--- src/rtl/lcd_gdram_bus_receiver_if.sv ---
// ---------------------------------------------------------------------------
// lcd_gdram_bus_receiver_if
// Purpose : 8-bit parallel ST7920-style LCD write bus between a display
//           controller (master) and the GDRAM bus receiver (slave).
// Signals : lcd_rs   - 0 = instruction, 1 = data
//           lcd_rw   - 0 = write, 1 = read
//           lcd_en   - strobe, falling edge latches the bus
//           lcd_data - bus data byte
//           lcd_dout - status byte returned on reads   (BUSY_READ_EN only)
//           lcd_oe   - slave drives lcd_dout            (BUSY_READ_EN only)
// Config  : `define BUSY_READ_EN adds the read-back signals.
// ---------------------------------------------------------------------------
interface lcd_gdram_bus_receiver_if;
  logic       lcd_rs;
  logic       lcd_rw;
  logic       lcd_en;
  logic [7:0] lcd_data;
`ifdef BUSY_READ_EN
  logic [7:0] lcd_dout;
  logic       lcd_oe;

  modport master (
    output lcd_rs, lcd_rw, lcd_en, lcd_data,
    input  lcd_dout, lcd_oe
  );

  modport slave (
    input  lcd_rs, lcd_rw, lcd_en, lcd_data,
    output lcd_dout, lcd_oe
  );
`else
  modport master (
    output lcd_rs, lcd_rw, lcd_en, lcd_data
  );

  modport slave (
    input  lcd_rs, lcd_rw, lcd_en, lcd_data
  );
`endif
endinterface

--- src/rtl/lcd_gdram_bus_receiver.sv ---
// ---------------------------------------------------------------------------
// lcd_gdram_bus_receiver
// Purpose : responder end of the ST7920-style parallel LCD write bus.
//           Synchronizes the bus into clk, detects qualified en falling
//           edges, decodes instruction bytes (function set, entry mode,
//           display control, clear, GDRAM Y/X address) and turns graphic
//           data bytes into writes to a 1024-byte 128x64 mono framebuffer
//           with ST7920 address auto-increment.
// Ports   : clk        50 MHz system clock
//           rst        asynchronous active-low reset
//           bus        LCD bus (slave modport)
//           fb_we      framebuffer write strobe, one clk wide
//           fb_addr    framebuffer byte address {y[4:0], x[3:0], hl}
//           fb_wdata   framebuffer write data
//           cmd_valid  one-clk pulse per accepted instruction byte
//           cmd_code   last accepted instruction byte
//           ext_mode   extended instruction set active (RE)
//           gfx_on     graphic display on (G)
//           disp_on    display on (D)
//           busy       clear sweep in progress
//           seq_err    one-clk pulse on a Y/X address-sequence violation
//           overrun    one-clk pulse when a write event is dropped while busy
// Config  : `define BUSY_READ_EN enables status reads on bus.lcd_dout /
//           bus.lcd_oe; without it reads are ignored.
// ---------------------------------------------------------------------------
module lcd_gdram_bus_receiver #(
  parameter int SYNC_STAGES = 2,
  parameter int MIN_EN_HIGH = 4
) (
  input  logic                           clk,
  input  logic                           rst,
  lcd_gdram_bus_receiver_if.slave        bus,
  output logic                           fb_we,
  output logic [9:0]                     fb_addr,
  output logic [7:0]                     fb_wdata,
  output logic                           cmd_valid,
  output logic [7:0]                     cmd_code,
  output logic                           ext_mode,
  output logic                           gfx_on,
  output logic                           disp_on,
  output logic                           busy,
  output logic                           seq_err,
  output logic                           overrun
);

  localparam int CW = $clog2(MIN_EN_HIGH + 1);

  typedef enum logic [1:0] {
    IDLE   = 2'd0,
    WAIT_X = 2'd1,
    CLEAR  = 2'd2
  } state_t;

  // synchronizer chains, index SYNC_STAGES-1 is the synchronized copy
  logic [SYNC_STAGES-1:0]      en_sync_r;
  logic [SYNC_STAGES-1:0]      rs_sync_r;
  logic [SYNC_STAGES-1:0]      rw_sync_r;
  logic [SYNC_STAGES-1:0][7:0] data_sync_r;

  logic          en_s;
  logic          rs_s;
  logic          rw_s;
  logic [7:0]    data_s;

  logic          en_prev_r;
  logic [CW-1:0] en_cnt_r;
  logic          fall_s;

  // registered bus event, one clk after the qualified falling edge
  logic          ev_valid_r;
  logic          ev_rs_r;
  logic          ev_rw_r;
  logic [7:0]    ev_data_r;
  logic          ev_wr_s;

  logic          is_fset_s;
  logic          is_clear_s;
  logic          is_disp_s;
  logic          is_gaddr_s;

  state_t        state_r;
  logic [4:0]    y_r;
  logic [3:0]    x_r;
  logic          hl_r;
  // bit 10 set marks the sweep as finished (all 1024 addresses written)
  logic [10:0]   clr_cnt_r;

  assign en_s   = en_sync_r[SYNC_STAGES-1];
  assign rs_s   = rs_sync_r[SYNC_STAGES-1];
  assign rw_s   = rw_sync_r[SYNC_STAGES-1];
  assign data_s = data_sync_r[SYNC_STAGES-1];

  // Only en pulses that stayed high for MIN_EN_HIGH synchronized cycles count.
  assign fall_s  = en_prev_r & ~en_s & (en_cnt_r == CW'(MIN_EN_HIGH));
  assign ev_wr_s = ev_valid_r & ~ev_rw_r;

  // Function set is common to both instruction sets; the rest depend on RE.
  assign is_fset_s  = (ev_data_r[7:5] == 3'b001);
  assign is_clear_s = ~ext_mode & (ev_data_r == 8'h01);
  assign is_disp_s  = ~ext_mode & (ev_data_r[7:3] == 5'b00001);
  assign is_gaddr_s = ext_mode & ev_data_r[7];

  // Bus input synchronizers.
  always_ff @(posedge clk or negedge rst) begin
    if (!rst) begin
      en_sync_r   <= '0;
      rs_sync_r   <= '0;
      rw_sync_r   <= '0;
      data_sync_r <= '0;
    end else begin
      en_sync_r   <= {en_sync_r[SYNC_STAGES-2:0], bus.lcd_en};
      rs_sync_r   <= {rs_sync_r[SYNC_STAGES-2:0], bus.lcd_rs};
      rw_sync_r   <= {rw_sync_r[SYNC_STAGES-2:0], bus.lcd_rw};
      data_sync_r <= {data_sync_r[SYNC_STAGES-2:0], bus.lcd_data};
    end
  end

  // En-high length counter, edge history and event capture.
  always_ff @(posedge clk or negedge rst) begin
    if (!rst) begin
      en_prev_r  <= 1'b0;
      en_cnt_r   <= '0;
      ev_valid_r <= 1'b0;
      ev_rs_r    <= 1'b0;
      ev_rw_r    <= 1'b0;
      ev_data_r  <= 8'h00;
    end else begin
      en_prev_r  <= en_s;
      if (!en_s) begin
        en_cnt_r <= '0;
      end else if (en_cnt_r != CW'(MIN_EN_HIGH)) begin
        en_cnt_r <= en_cnt_r + CW'(1);
      end
      ev_valid_r <= fall_s;
      if (fall_s) begin
        ev_rs_r   <= rs_s;
        ev_rw_r   <= rw_s;
        ev_data_r <= data_s;
      end
    end
  end

  // Decode FSM with registered outputs: GDRAM Y/X sequencing, data writes, clear sweep.
  always_ff @(posedge clk or negedge rst) begin
    if (!rst) begin
      state_r   <= IDLE;
      y_r       <= 5'd0;
      x_r       <= 4'd0;
      hl_r      <= 1'b0;
      clr_cnt_r <= 11'd0;
      fb_we     <= 1'b0;
      fb_addr   <= 10'd0;
      fb_wdata  <= 8'h00;
      cmd_valid <= 1'b0;
      cmd_code  <= 8'h00;
      ext_mode  <= 1'b0;
      gfx_on    <= 1'b0;
      disp_on   <= 1'b0;
      busy      <= 1'b0;
      seq_err   <= 1'b0;
      overrun   <= 1'b0;
    end else begin
      fb_we     <= 1'b0;
      cmd_valid <= 1'b0;
      seq_err   <= 1'b0;
      overrun   <= 1'b0;
      case (state_r)
        CLEAR: begin
          // writes are dropped during the sweep; reads are legal status polls
          if (ev_wr_s) begin
            overrun <= 1'b1;
          end
          if (clr_cnt_r[10]) begin
            busy    <= 1'b0;
            state_r <= IDLE;
            y_r     <= 5'd0;
            x_r     <= 4'd0;
            hl_r    <= 1'b0;
          end else begin
            fb_we     <= 1'b1;
            fb_addr   <= clr_cnt_r[9:0];
            fb_wdata  <= 8'h00;
            clr_cnt_r <= clr_cnt_r + 11'd1;
          end
        end
        IDLE, WAIT_X: begin
          if (ev_wr_s) begin
            if (!ev_rs_r) begin
              cmd_valid <= 1'b1;
              cmd_code  <= ev_data_r;
            end
            if ((state_r == WAIT_X) && !ev_rs_r && is_gaddr_s) begin
              x_r     <= ev_data_r[3:0];
              hl_r    <= 1'b0;
              state_r <= IDLE;
            end else begin
              // a broken Y/X pair is flagged, then the byte is handled as if from IDLE
              if (state_r == WAIT_X) begin
                seq_err <= 1'b1;
                state_r <= IDLE;
              end
              if (!ev_rs_r) begin
                if (is_fset_s) begin
                  ext_mode <= ev_data_r[2];
                  if (ev_data_r[2]) begin
                    gfx_on <= ev_data_r[1];
                  end
                end else if (is_clear_s) begin
                  // first sweep write goes out together with busy
                  state_r   <= CLEAR;
                  busy      <= 1'b1;
                  fb_we     <= 1'b1;
                  fb_addr   <= 10'd0;
                  fb_wdata  <= 8'h00;
                  clr_cnt_r <= 11'd1;
                end else if (is_disp_s) begin
                  disp_on <= ev_data_r[2];
                end else if (is_gaddr_s) begin
                  y_r     <= ev_data_r[4:0];
                  hl_r    <= 1'b0;
                  state_r <= WAIT_X;
                end
              end else if (ext_mode) begin
                fb_we    <= 1'b1;
                fb_addr  <= {y_r, x_r, hl_r};
                fb_wdata <= ev_data_r;
                hl_r     <= ~hl_r;
                // x advances once per 16-bit word and wraps within the row
                if (hl_r) begin
                  x_r <= x_r + 4'd1;
                end
              end
            end
          end
        end
        default: begin
          state_r <= IDLE;
        end
      endcase
    end
  end

`ifdef BUSY_READ_EN
  logic       oe_r;
  logic [7:0] dout_r;

  assign bus.lcd_oe   = oe_r;
  assign bus.lcd_dout = dout_r;

  // Status read-back: busy flag and current GDRAM row/half on instruction reads.
  always_ff @(posedge clk or negedge rst) begin
    if (!rst) begin
      oe_r   <= 1'b0;
      dout_r <= 8'h00;
    end else begin
      oe_r <= ~rs_s & rw_s & en_s;
      if (rw_s && !rs_s) begin
        dout_r <= {busy, 1'b0, y_r, hl_r};
      end else begin
        dout_r <= 8'h00;
      end
    end
  end
`endif

endmodule

--- src/flat_wrapper.sv ---
// flat-port wrapper written by rule: the top's interface ports become plain ports
module lcd_gdram_bus_receiver_flat 
#(
  parameter int SYNC_STAGES = 2,
  parameter int MIN_EN_HIGH = 4
)
  (clk, rst, fb_we, fb_addr, fb_wdata, cmd_valid, cmd_code, ext_mode, gfx_on, disp_on, busy, seq_err, overrun, bus_lcd_rs, bus_lcd_rw, bus_lcd_en, bus_lcd_data);
  lcd_gdram_bus_receiver_if bus_i ();
  input  logic clk;
  input  logic rst;
  output logic fb_we;
  output logic [9:0] fb_addr;
  output logic [7:0] fb_wdata;
  output logic cmd_valid;
  output logic [7:0] cmd_code;
  output logic ext_mode;
  output logic gfx_on;
  output logic disp_on;
  output logic busy;
  output logic seq_err;
  output logic overrun;
  input wire logic [$bits(bus_i.lcd_rs)-1:0] bus_lcd_rs;
  input wire logic [$bits(bus_i.lcd_rw)-1:0] bus_lcd_rw;
  input wire logic [$bits(bus_i.lcd_en)-1:0] bus_lcd_en;
  input wire logic [$bits(bus_i.lcd_data)-1:0] bus_lcd_data;
  assign bus_i.lcd_rs = bus_lcd_rs;
  assign bus_i.lcd_rw = bus_lcd_rw;
  assign bus_i.lcd_en = bus_lcd_en;
  assign bus_i.lcd_data = bus_lcd_data;
  lcd_gdram_bus_receiver #(.SYNC_STAGES(SYNC_STAGES), .MIN_EN_HIGH(MIN_EN_HIGH)) u_core (.clk(clk), .rst(rst), .bus(bus_i), .fb_we(fb_we), .fb_addr(fb_addr), .fb_wdata(fb_wdata), .cmd_valid(cmd_valid), .cmd_code(cmd_code), .ext_mode(ext_mode), .gfx_on(gfx_on), .disp_on(disp_on), .busy(busy), .seq_err(seq_err), .overrun(overrun));
endmodule
--- config.mk ---
export PLATFORM = sky130hd
export DESIGN_NAME = lcd_gdram_bus_receiver_flat
export DESIGN_NICKNAME = d
export VERILOG_FILES = /design/src/rtl/lcd_gdram_bus_receiver_if.sv /design/src/rtl/lcd_gdram_bus_receiver.sv /design/src/flat_wrapper.sv
export SDC_FILE = /design/constraint.sdc
export NUM_CORES = 1
export LEC_CHECK = 0
export BUFFER_PORTS_ARGS = -buffer_cell sky130_fd_sc_hd__buf_2
export CORE_UTILIZATION = 38
export CTS_BUF_LIST = sky130_fd_sc_hd__clkbuf_4
export DETAILED_ROUTE_END_ITERATION = 7
export HOLD_SLACK_MARGIN = 0.1
export PLACE_DENSITY_LB_ADDON = 0.2
export SLEW_MARGIN = 10
export SYNTH_ARGS = -nofsm -noshare
export SYNTH_HDL_FRONTEND = slang
export SYNTH_SLANG_ARGS = --single-unit
--- constraint.sdc ---
create_clock -name clk -period 4.18 [get_ports clk]
set_clock_uncertainty 0.2 [all_clocks]
set_input_delay 0.418 -clock clk [delete_from_list [all_inputs] [get_ports clk]]
set_output_delay 0.418 -clock clk [all_outputs]
set_load 0.02 [all_outputs]
==> results of run 1 <==
-- registers in the layout, summed over array words and instances, names as in the netlist, 2 cells and up --
signal and count:
u_core.clr_cnt_r 11, u_core.cmd_code 8, u_core.data_s 8, u_core.data_sync_r 8, u_core.en_cnt_r 3, u_core.en_sync_r 2, u_core.ev_data_r 8, u_core.fb_addr 10
u_core.fb_wdata 8, u_core.rs_sync_r 2, u_core.rw_sync_r 2, u_core.state_r 2, u_core.x_r 4, u_core.y_r 5
-- cells in the mapped netlist, types with 4 or more instances --
master,instances
nand3_1,14
a31oi_1,7
a21oi_1,4
a22o_1,17
mux2_2,11
mux2_4,9
nor2_1,9
and3_1,4
ha_1,4
o21ai_0,7
inv_1,6
nand2_1,52
o2bb2ai_1,5
buf_2,4
dfrtp_1,94
a22oi_1,5
clkbuf_1,7
nor3_1,8
-- final timing paths --
kind | endpoint | startpoint | cells past startpoint
min | u_core.data_s[6] | u_core.data_sync_r[6] | 0
max reg2reg | u_core.fb_addr[0] | u_core.state_r[1] | 5
max in group asynchronous | u_core.cmd_code[1] | rst | 3
min in group asynchronous | u_core.clr_cnt_r[2] | rst | 2
min reg2reg | u_core.data_s[6] | u_core.data_sync_r[6] | 0
max | u_core.fb_addr[0] | u_core.state_r[1] | 5
-- cell families after synthesis --
group | Yosys count | synth area share, %
DFF | 94 | 60.3
muxes | 23 | 7.44
AOI/OAI and AO/OA | 66 | 12.9
adders and majority gates | 4 | 1.28
xor gates and xnor gates | 1 | 0.224
and+or+nand+nor | 113 | 14.4
buffers and inverters | 24 | 3.46
-- layout make-up --
class / count / area share, %
inverter: 8 / 0.675
clock buffer: 9 / 1.52
tap: 133 / 3.74
sequential: 94 / 52.9
multi-input combinational: 207 / 31.8
timing repair buffer: 60 / 8.27
clock inverter: 6 / 1.07
-- what timing repair did --
item,in CTS,in global routing
hold buffers,12,0
setup buffers,0,0
endpoints found under the hold margin,78,0
-- metrics by stage --
step                      cell area, µm²  worst slack (ns)
final                               4450              1.83
after global routing                4450              1.75
after CTS                           4450              1.82
after detailed placement            4210              1.83
after global placement              4210              1.89
after floorplan                     3900              2.18
-- power by group --
part           internal [mW]  switching (mW)
clock network          0.126           0.308
logic                 0.0645          0.0971
registers              0.966          0.0850
-- worst max-delay path, stage by stage (launching register included) --
cell and delay (ns):
dfrtp_1 0.52, or3b_1 0.54, o21ai_2 0.22, o21ai_4 0.14, inv_2 0.26, mux2_2 0.37
-- per-layer routing --
metal / track usage (%) / vias to the layer above / routed length (µm)
li1: - / 1280 / -
met1: 21.3 / 1289 / 3640
met2: 24.6 / 71 / 3680
met3: 4.91 / 7 / 350
met4: 4.55 / 0 / 97
met5: 0 / - / 0
==> results.txt, run 1 <==
----------------------------------------------------
[Status]
  Run status ... completed

[Timing]
  Summed negative setup slack over all endpoints ... 0 ns
  Final setup violation count ... 0
  Count of endpoints failing hold in the final timing report ... 0
  Hold slack final ... between 0.15 and 0.2 ns
  Fmax ... around 430 MHz
  Post-route fraction of the period consumed by the critical path ... 56.2%
  Transition time at the pin with the least slew margin ... 0.840 ns
  RSZ-0062 raised after global routing ... no
  Slew headroom ... 44.0%
  Final max-slew violation count ... 0
  Fin crit period ... 2.35 ns

[Layout]
  Net count, final ... 397
  Post-Layout Cell Count ... 517
  Filler Cells Inserted ... about 940
  Multi-input gate area ... 0.00142 mm²
  Area used by sequential logic in the layout ... about 0.0024 mm²
  Layout cells sized above 1 ... 24.0%
  Commonest cells after routing, fill and taps aside ... dfrtp_1, nand2_1, buf_2
  Count of antenna diodes in the layout ... 0
  End-of-flow core utilization ... roughly 45%
  Area added between synthesis and finish ... 13.9%
  Most common cell after layout, fill and taps aside ... dfrtp_1

[Critical path]
  Endpoint type of the worst setup path ... register
  Register-to-register setup slack ... 1.83 ns
  Setup Crit Path Kind ... register to register
  Worst Setup Start Kind ... register
  Data arrival time of the critical path ... 2.49 ns
  Maximum fanout encountered on the critical timing path ... 11
  Required arrival time at the worst endpoint ... 4.32 ns

[Floorplanning]
  Starting Density ... approximately two fifths
  Total die area ... 0.0107 mm²
  Die height ... 103 µm
  Width of the chip ... 103 µm
  Top-level I/O count ... 47
  Standard-cell rows ... 36
  Placeable Area ... 0.00986 mm²

[Clock tree]
  TritonCTS clock tree ... built
  Clock root cell ... clkbuf_4
  Clock sink count ... 94
  Worst-Skew Late Latency ... 0.44 ns
  Clock transition at path regs ... 0.14 ns
  TritonCTS buffer count ... 9
  Post-cts repair resize count ... 0
  Deepest level of the CTS H-tree ... 3
  Maximum root-to-sink buffer count ... 2

[Global routing]
  Global-route wire length before repair ... 12500 µm
  Global-route usage over all layers ... between 10% and 20%
  Final global-route overflow total ... 0
  Pin count of the biggest net entering global routing ... 69
  Number of antenna violations at the first check in global routing ... 0
  Number of global-route vias before repair ... 2438

[Yosys]
  Ys flop type ... dfrtp_1
  Synth area leaders ... dfrtp_1, nand2_1, a22o_1
  Distinct cell type count after synthesis ... 58
  Syn Area/Cell ... 12.0 µm²
  Synth Cell Area ... a little under 0.004 mm²
  Net count of the mapped netlist ... 342
  Area share of the largest cell type after synthesis ... 60.3%
  Share of flip-flops with an asynchronous set or reset ... between 90% and 100%
  Count of state elements after synthesis ... 94
  Sequential share of the synthesized area ... roughly three fifths
  Warning count from the yosys run ... 0
  Largest area contributor in the netlist ... dfrtp_1
  Post-synthesis instance total ... 325
  EDFF count, synth ... 0

[Detailed routing]
  WL final ... around 7800 µm
  Iteration-0 DRC Markers ... 138
  First-pass DRT Iterations ... 4
  Number of vias in the routed layout ... 2647
  Antenna violation net count after detailed routing ... 0
  Post-detailed-route wirelength per cell ... 15.0 µm
  DRC violation count after routing ... 0
  Vias per std cell ... 5.12

[Place]
  DP Cell Count ... 490
  Final HPWL DP ... between 5000 and 6000 µm
  Final RePlAce weighted congestion ... 0.847
  Port Buf Inserts ... 46

[Hold path]
  Min-Delay Path Class ... register to register

[Pwr]
  Peak ir drop on the vdd network ... about 260 µV
  Leak pwr ... 2.18 nW
  Total power per unit cell area ... 370 mW/mm²
  Post-layout power ... 1.65 mW

[Flow run]
  Maximum capacitance violations ... 0

----------------------------------------------------
No activity file was read; power rests on OpenSTA's default activity.
==> run 2: changes to the inputs <==
Clock period 4.18 ns to 1.9 ns, I/O delays scaled along.
==> run 2 against run 1 <==
The run now ends with negative setup slack left. Clock power grew to 2.6 times the previous value. Wire length is 13% higher. Hold slack worse by 0.011 ns. Largest cell class unchanged. Final cell count is 9.9% higher. Critical endpoint is now u_core.fb_addr[5]. Non-clock buffer count is 50 higher.
==> results.txt, run 2 (synthesis gave the netlist of run 1 again) <==
----------------------------------------------------
[Status]
  Run status ... finished with violations
  Failing checks ... negative setup slack

[Critical path]
  Maximum fanout encountered on the critical timing path ... 5
  Data arrival time of the critical path ... 2.05 ns
  Required arrival time at the worst endpoint ... between 2 and 2.5 ns
  Setup Crit Path Kind ... register to register
  Endpoint type of the worst setup path ... register
  Worst Setup Start Kind ... register

[Global routing]
  Global-route usage over all layers ... 18.0%
  Number of antenna violations at the first check in global routing ... 0
  Number of global-route vias before repair ... 2946
  Pin count of the biggest net entering global routing ... 44
  Final global-route overflow total ... 0
  Global-route wire length before repair ... 14300 µm

[Floorplanning]
  Starting Density ... 39.6%
  Width of the chip ... roughly 100 µm
  Total die area ... 0.0107 mm²
  Top-level I/O count ... 47
  Die height ... approximately 100 µm
  Placeable Area ... 0.00986 mm²
  Standard-cell rows ... 36

[Timing]
  Transition time at the pin with the least slew margin ... about 0.57 ns
  Summed negative setup slack over all endpoints ... -0.0130 ns
  Final setup violation count ... 3
  Fin crit period ... roughly 1.9 ns
  Slew headroom ... between 60 and 70%
  Fmax ... 524 MHz
  Final max-slew violation count ... 0
  RSZ-0062 raised after global routing ... yes
  Count of endpoints failing hold in the final timing report ... 0
  Post-route fraction of the period consumed by the critical path ... 100%
  Worst Setup Slack, final ... -0.00726 ns

[Layout]
  Area added between synthesis and finish ... 28.5%
  Number of flip-flops under the largest register name ... 11
  Leading registers by flop count ... u_core.clr_cnt_r: 11 flops, u_core.fb_addr: 10 flops
  Most common cell after layout, fill and taps aside ... dfrtp_1
  Commonest cells after routing, fill and taps aside ... dfrtp_1, nand2_1, buf_2
  Register ranked first by flip-flop count ... u_core.clr_cnt_r
  Layout cells sized above 1 ... 35.9%
  Net count, final ... 447
  Count of antenna diodes in the layout ... 0

[Detailed routing]
  First-pass DRT Iterations ... 4
  Vias per std cell ... 5.02
  DRC violation count after routing ... 0
  WL final ... 8810 µm
  Iteration-0 DRC Markers ... 74
  Number of vias in the routed layout ... 2853
  Antenna violation net count after detailed routing ... 0
  Post-detailed-route wirelength per cell ... 15.5 µm

[Flow run]
  Maximum capacitance violations ... 0

[Pwr]
  Peak ir drop on the vdd network ... 497 µV
  Post-layout power ... a little over 4 mW
  Total power per unit cell area ... approximately 810 mW/mm²
  Leak pwr ... ~2.5 nW

[Clock tree]
  TritonCTS buffer count ... 9
  Clock sink count ... 94
  Maximum root-to-sink buffer count ... 2
  Clock transition at path regs ... approximately 0.16 ns
  Clock root cell ... clkbuf_4
  TritonCTS clock tree ... built
  Deepest level of the CTS H-tree ... 3
  Worst-Skew Late Latency ... 0.45 ns

[Hold path]
  Min-Delay Path Class ... register to register

[Place]
  Final RePlAce weighted congestion ... 0.801
  Final HPWL DP ... 6120 µm
  Port Buf Inserts ... 46
  Worst slack, placed ... -0.0880 ns

----------------------------------------------------
## run 2: final timing paths
check / slack (ns) / start / cells after the start / to
worst min-delay path: 0.15 / u_core.data_sync_r[5] / 0 / u_core.data_s[5]
worst max-delay path: -0.007 / u_core.state_r[1] / 6 / u_core.fb_addr[5]
worst min register to register: 0.15 / u_core.data_sync_r[5] / 0 / u_core.data_s[5]
worst max register to register: -0.007 / u_core.state_r[1] / 6 / u_core.fb_addr[5]
min in group asynchronous: 0.62 / rst / 3 / u_core.clr_cnt_r[3]
max in group asynchronous: 0.49 / rst / 3 / u_core.state_r[1]
## run 2: power breakdown
| group | switching (mW) | total (mW) | internal, mW |
|---|---|---|---|
| sequential | 0.100 | 2.23 | 2.13 |
| combinational | 0.370 | 0.688 | 0.318 |
| clock | 0.711 | 1.13 | 0.420 |
| total | 1.18 | 4.05 | 2.87 |
## run 2: stage by stage
step	cell area [µm²]	std cells	hold slack, ns	util, %
after floorplan	3910	325	-0.306	-
after global placement	4600	535	-0.137	46.6
after detailed placement	4600	535	-0.139	46.6
after CTS	4910	566	0.133	49.8
after global routing	5020	568	0.135	50.9
final	5020	568	0.155	50.9
## run 2: per-layer routing
| metal | track usage [%] | routed length [µm] |
|---|---|---|
| met1 | 21.7 | 3920 |
| met2 | 31.5 | 4500 |
| met3 | 3.49 | 223 |
| met4 | 7.04 | 164 |
| met5 | 0 | 0 |
## run 2: critical path, stage by stage (launching register included)
cell       delay (ns)
dfrtp_1          0.43
or3b_4           0.42
o21ai_4          0.15
o21ai_4          0.09
inv_4            0.09
clkbuf_16        0.14
mux2_4           0.29
## run 2: final cells by class
class | count | area, µm²
repair buffers | 110 | 813
clock inverters | 7 | 80.1
well taps | 133 | 166
multi-input cells | 207 | 1500
clock buffers | 9 | 67.6
inverters | 8 | 32.5
fillers | 888 | 4850
flip-flops and latches | 94 | 2350
## run 2: what timing repair did
item / 4_1_cts / 5_1_grt
setup endpoints to repair: 26 / 33
buffers inserted: 0 / 1
hold endpoints to repair: 105 / 0
pin swaps: 2 / 2
hold buffers: 15 / 0
cloned: 0 / 1
resized for setup: 5 / 16
==> run 3: changes to the inputs <==
Settings changed: CORE_UTILIZATION 38 to 37.
==> run 3 against run 2 <==
The flow finishes with violations (design-rule violations, negative hold slack, negative setup slack). Die area grew 2.6%. Clock power fell by 12%. First-iteration DRC count grew 35%. Highest routed layer unchanged. Worst setup slack got worse by 0.047 ns. Largest power group unchanged. Critical endpoint is now u_core.fb_addr[7].
==> results.txt, run 3 (synthesis gave the netlist of run 1 again) <==
----------------------------------------------------
[Status]
  Run status ... finished with violations
  Failing checks ... design-rule violations, negative hold slack, negative setup slack

[Critical path]
  Endpoint type of the worst setup path ... register
  Count of buffering cells on the critical path with inverters included ... 2
  Required arrival time at the worst endpoint ... just over 2 ns
  Register-to-register setup slack ... -0.05 ns
  Largest stage delay on the critical path ... between 0.4 and 0.5 ns
  Cell occurring most often along the worst timing path ... o21ai_4
  Crit-path cells ... or3b_4, o21ai_4, o21ai_4, inv_4, clkbuf_16, mux2_4
  Worst Setup Start Kind ... register
  Setup Crit Path Kind ... register to register
  Data arrival time of the critical path ... 2.09 ns
  Slowest cell on crit path ... dfrtp_2
  Maximum fanout encountered on the critical timing path ... 5
  CP delay by family, top ... flip-flops

[Clock tree]
  Hold-fix buffer count after cts ... 14
  TritonCTS clock tree ... built
  Maximum root-to-sink buffer count ... 2
  Clock transition at path regs ... roughly 0.15 ns
  TritonCTS buffer count ... 9
  Clock sink count ... 94
  Worst-Skew Late Latency ... 0.44 ns
  Clock root cell ... clkbuf_4
  Deepest level of the CTS H-tree ... 3

[Detailed routing]
  Number of vias in the routed layout ... 2860
  Post-detailed-route wirelength per cell ... 15.1 µm
  First-pass DRT Iterations ... 6
  WL final ... 8610 µm
  Iteration-0 DRC Markers ... 100
  Vias per std cell ... 5.03
  Antenna violation net count after detailed routing ... 0
  DRC violation count after routing ... 2

[Layout]
  End-of-flow core utilization ... 48.3%
  Commonest cells after routing, fill and taps aside ... dfrtp_1, nand2_1, buf_2
  Register ranked first by flip-flop count ... u_core.clr_cnt_r
  Number of flip-flops under the largest register name ... 11
  Post-Layout Cell Count ... around 570
  Final instance area ... 0.00496 mm²
  Most common cell after layout, fill and taps aside ... dfrtp_1
  Net count, final ... 445
  Count of antenna diodes in the layout ... 0
  Layout cells sized above 1 ... 35.1%
  Area added between synthesis and finish ... 27.1%
  Leading registers by flop count ... u_core.clr_cnt_r: 11 flops, u_core.fb_addr: 10 flops

[Place]
  Instance area at placement ... 0.00459 mm²
  Final HPWL DP ... 5940 µm
  Final RePlAce weighted congestion ... 0.799
  Port Buf Inserts ... 46
  DP Cell Count ... between 500 and 600
  Worst slack, placed ... -0.114 ns

[Timing]
  Fmax ... 512 MHz
  Hold slack final ... -0.0409 ns
  Fin crit period ... 1.95 ns
  Transition time at the pin with the least slew margin ... about 0.37 ns
  Count of endpoints failing hold in the final timing report ... 21
  Final max-slew violation count ... 0
  Post-route fraction of the period consumed by the critical path ... 103%
  Final setup violation count ... 12
  RSZ-0062 raised after global routing ... yes
  Slew headroom ... 75.0%
  Worst Setup Slack, final ... -0.0539 ns
  Summed negative setup slack over all endpoints ... -0.386 ns

[Flow run]
  Maximum capacitance violations ... 0

[Floorplanning]
  Placeable Area ... just over 0.01 mm²
  Total die area ... 0.0110 mm²
  Starting Density ... 38.0%
  Standard-cell rows ... 37
  Width of the chip ... 105 µm
  Die height ... 105 µm
  Top-level I/O count ... 47

[Global routing]
  Pin count of the biggest net entering global routing ... 44
  Final global-route overflow total ... 0
  Number of antenna violations at the first check in global routing ... 0
  Global-route usage over all layers ... 17.0%
  Global-route wire length before repair ... ~15000 µm
  Number of global-route vias before repair ... 2861

[Hold path]
  Min-Delay Path Class ... input pin to async pin

[Pwr]
  Post-layout power ... between 3 and 4 mW
  Total power per unit cell area ... 785 mW/mm²
  Peak ir drop on the vdd network ... 552 µV
  Leak pwr ... 2.44 nW

----------------------------------------------------
[run 3: where the power goes]
part | switching, mW | total (mW) | leakage (nW) | internal [mW]
clock network | 0.705 | 0.994 | 0.0706 | 0.289
logic | 0.358 | 0.667 | 1.13 | 0.309
registers | 0.106 | 2.24 | 1.24 | 2.13
total | 1.17 | 3.90 | 2.44 | 2.73
[run 3: worst reg2reg max path, delay by kind of cell (launching register included)]
kind / cells / cell delay [ns]
flops: 1 / 0.47
simple gates: 1 / 0.43
mux: 1 / 0.29
compound gates: 2 / 0.24
buf+inv: 2 / 0.24
[run 3: per-layer routing]
metal / wire (µm) / GRT usage, %
met1: 3920 / 21.9
met2: 4350 / 28.7
met3: 269 / 4.05
met4: 67 / 4.23
met5: 0 / 0
[run 3: final cells by class]
| cell class | count | area [µm²] |
|---|---|---|
| fillers | 969 | 5320 |
| flip-flops and latches | 94 | 2360 |
| multi-input cells | 207 | 1480 |
| repair buffers | 108 | 805 |
| well taps | 136 | 170 |
| clock buffers | 9 | 67.6 |
| clock inverters | 7 | 55.1 |
| inverters | 8 | 32.5 |
[run 3: worst paths after layout]
path	cells after the start	start	end
min in group clk	0	u_core.data_sync_r[7]	u_core.data_s[7]
hold reg to reg	0	u_core.data_sync_r[7]	u_core.data_s[7]
setup reg to reg	6	u_core.state_r[1]	u_core.fb_addr[7]
setup / recovery	6	u_core.state_r[1]	u_core.fb_addr[7]
max in group asynchronous	4	rst	u_core.ext_mode
hold / removal	2	rst	u_core.clr_cnt_r[8]
[run 3: repair_timing]
| action | 4_1_cts | 5_1_grt |
|---|---|---|
| endpoints found under the hold margin | 105 | 21 |
| setup buffers | 2 | 1 |
| setup endpoints to repair | 26 | 52 |
| cloned | 0 | 1 |
| gates resized for setup | 5 | 16 |
| pin swaps | 2 | 4 |
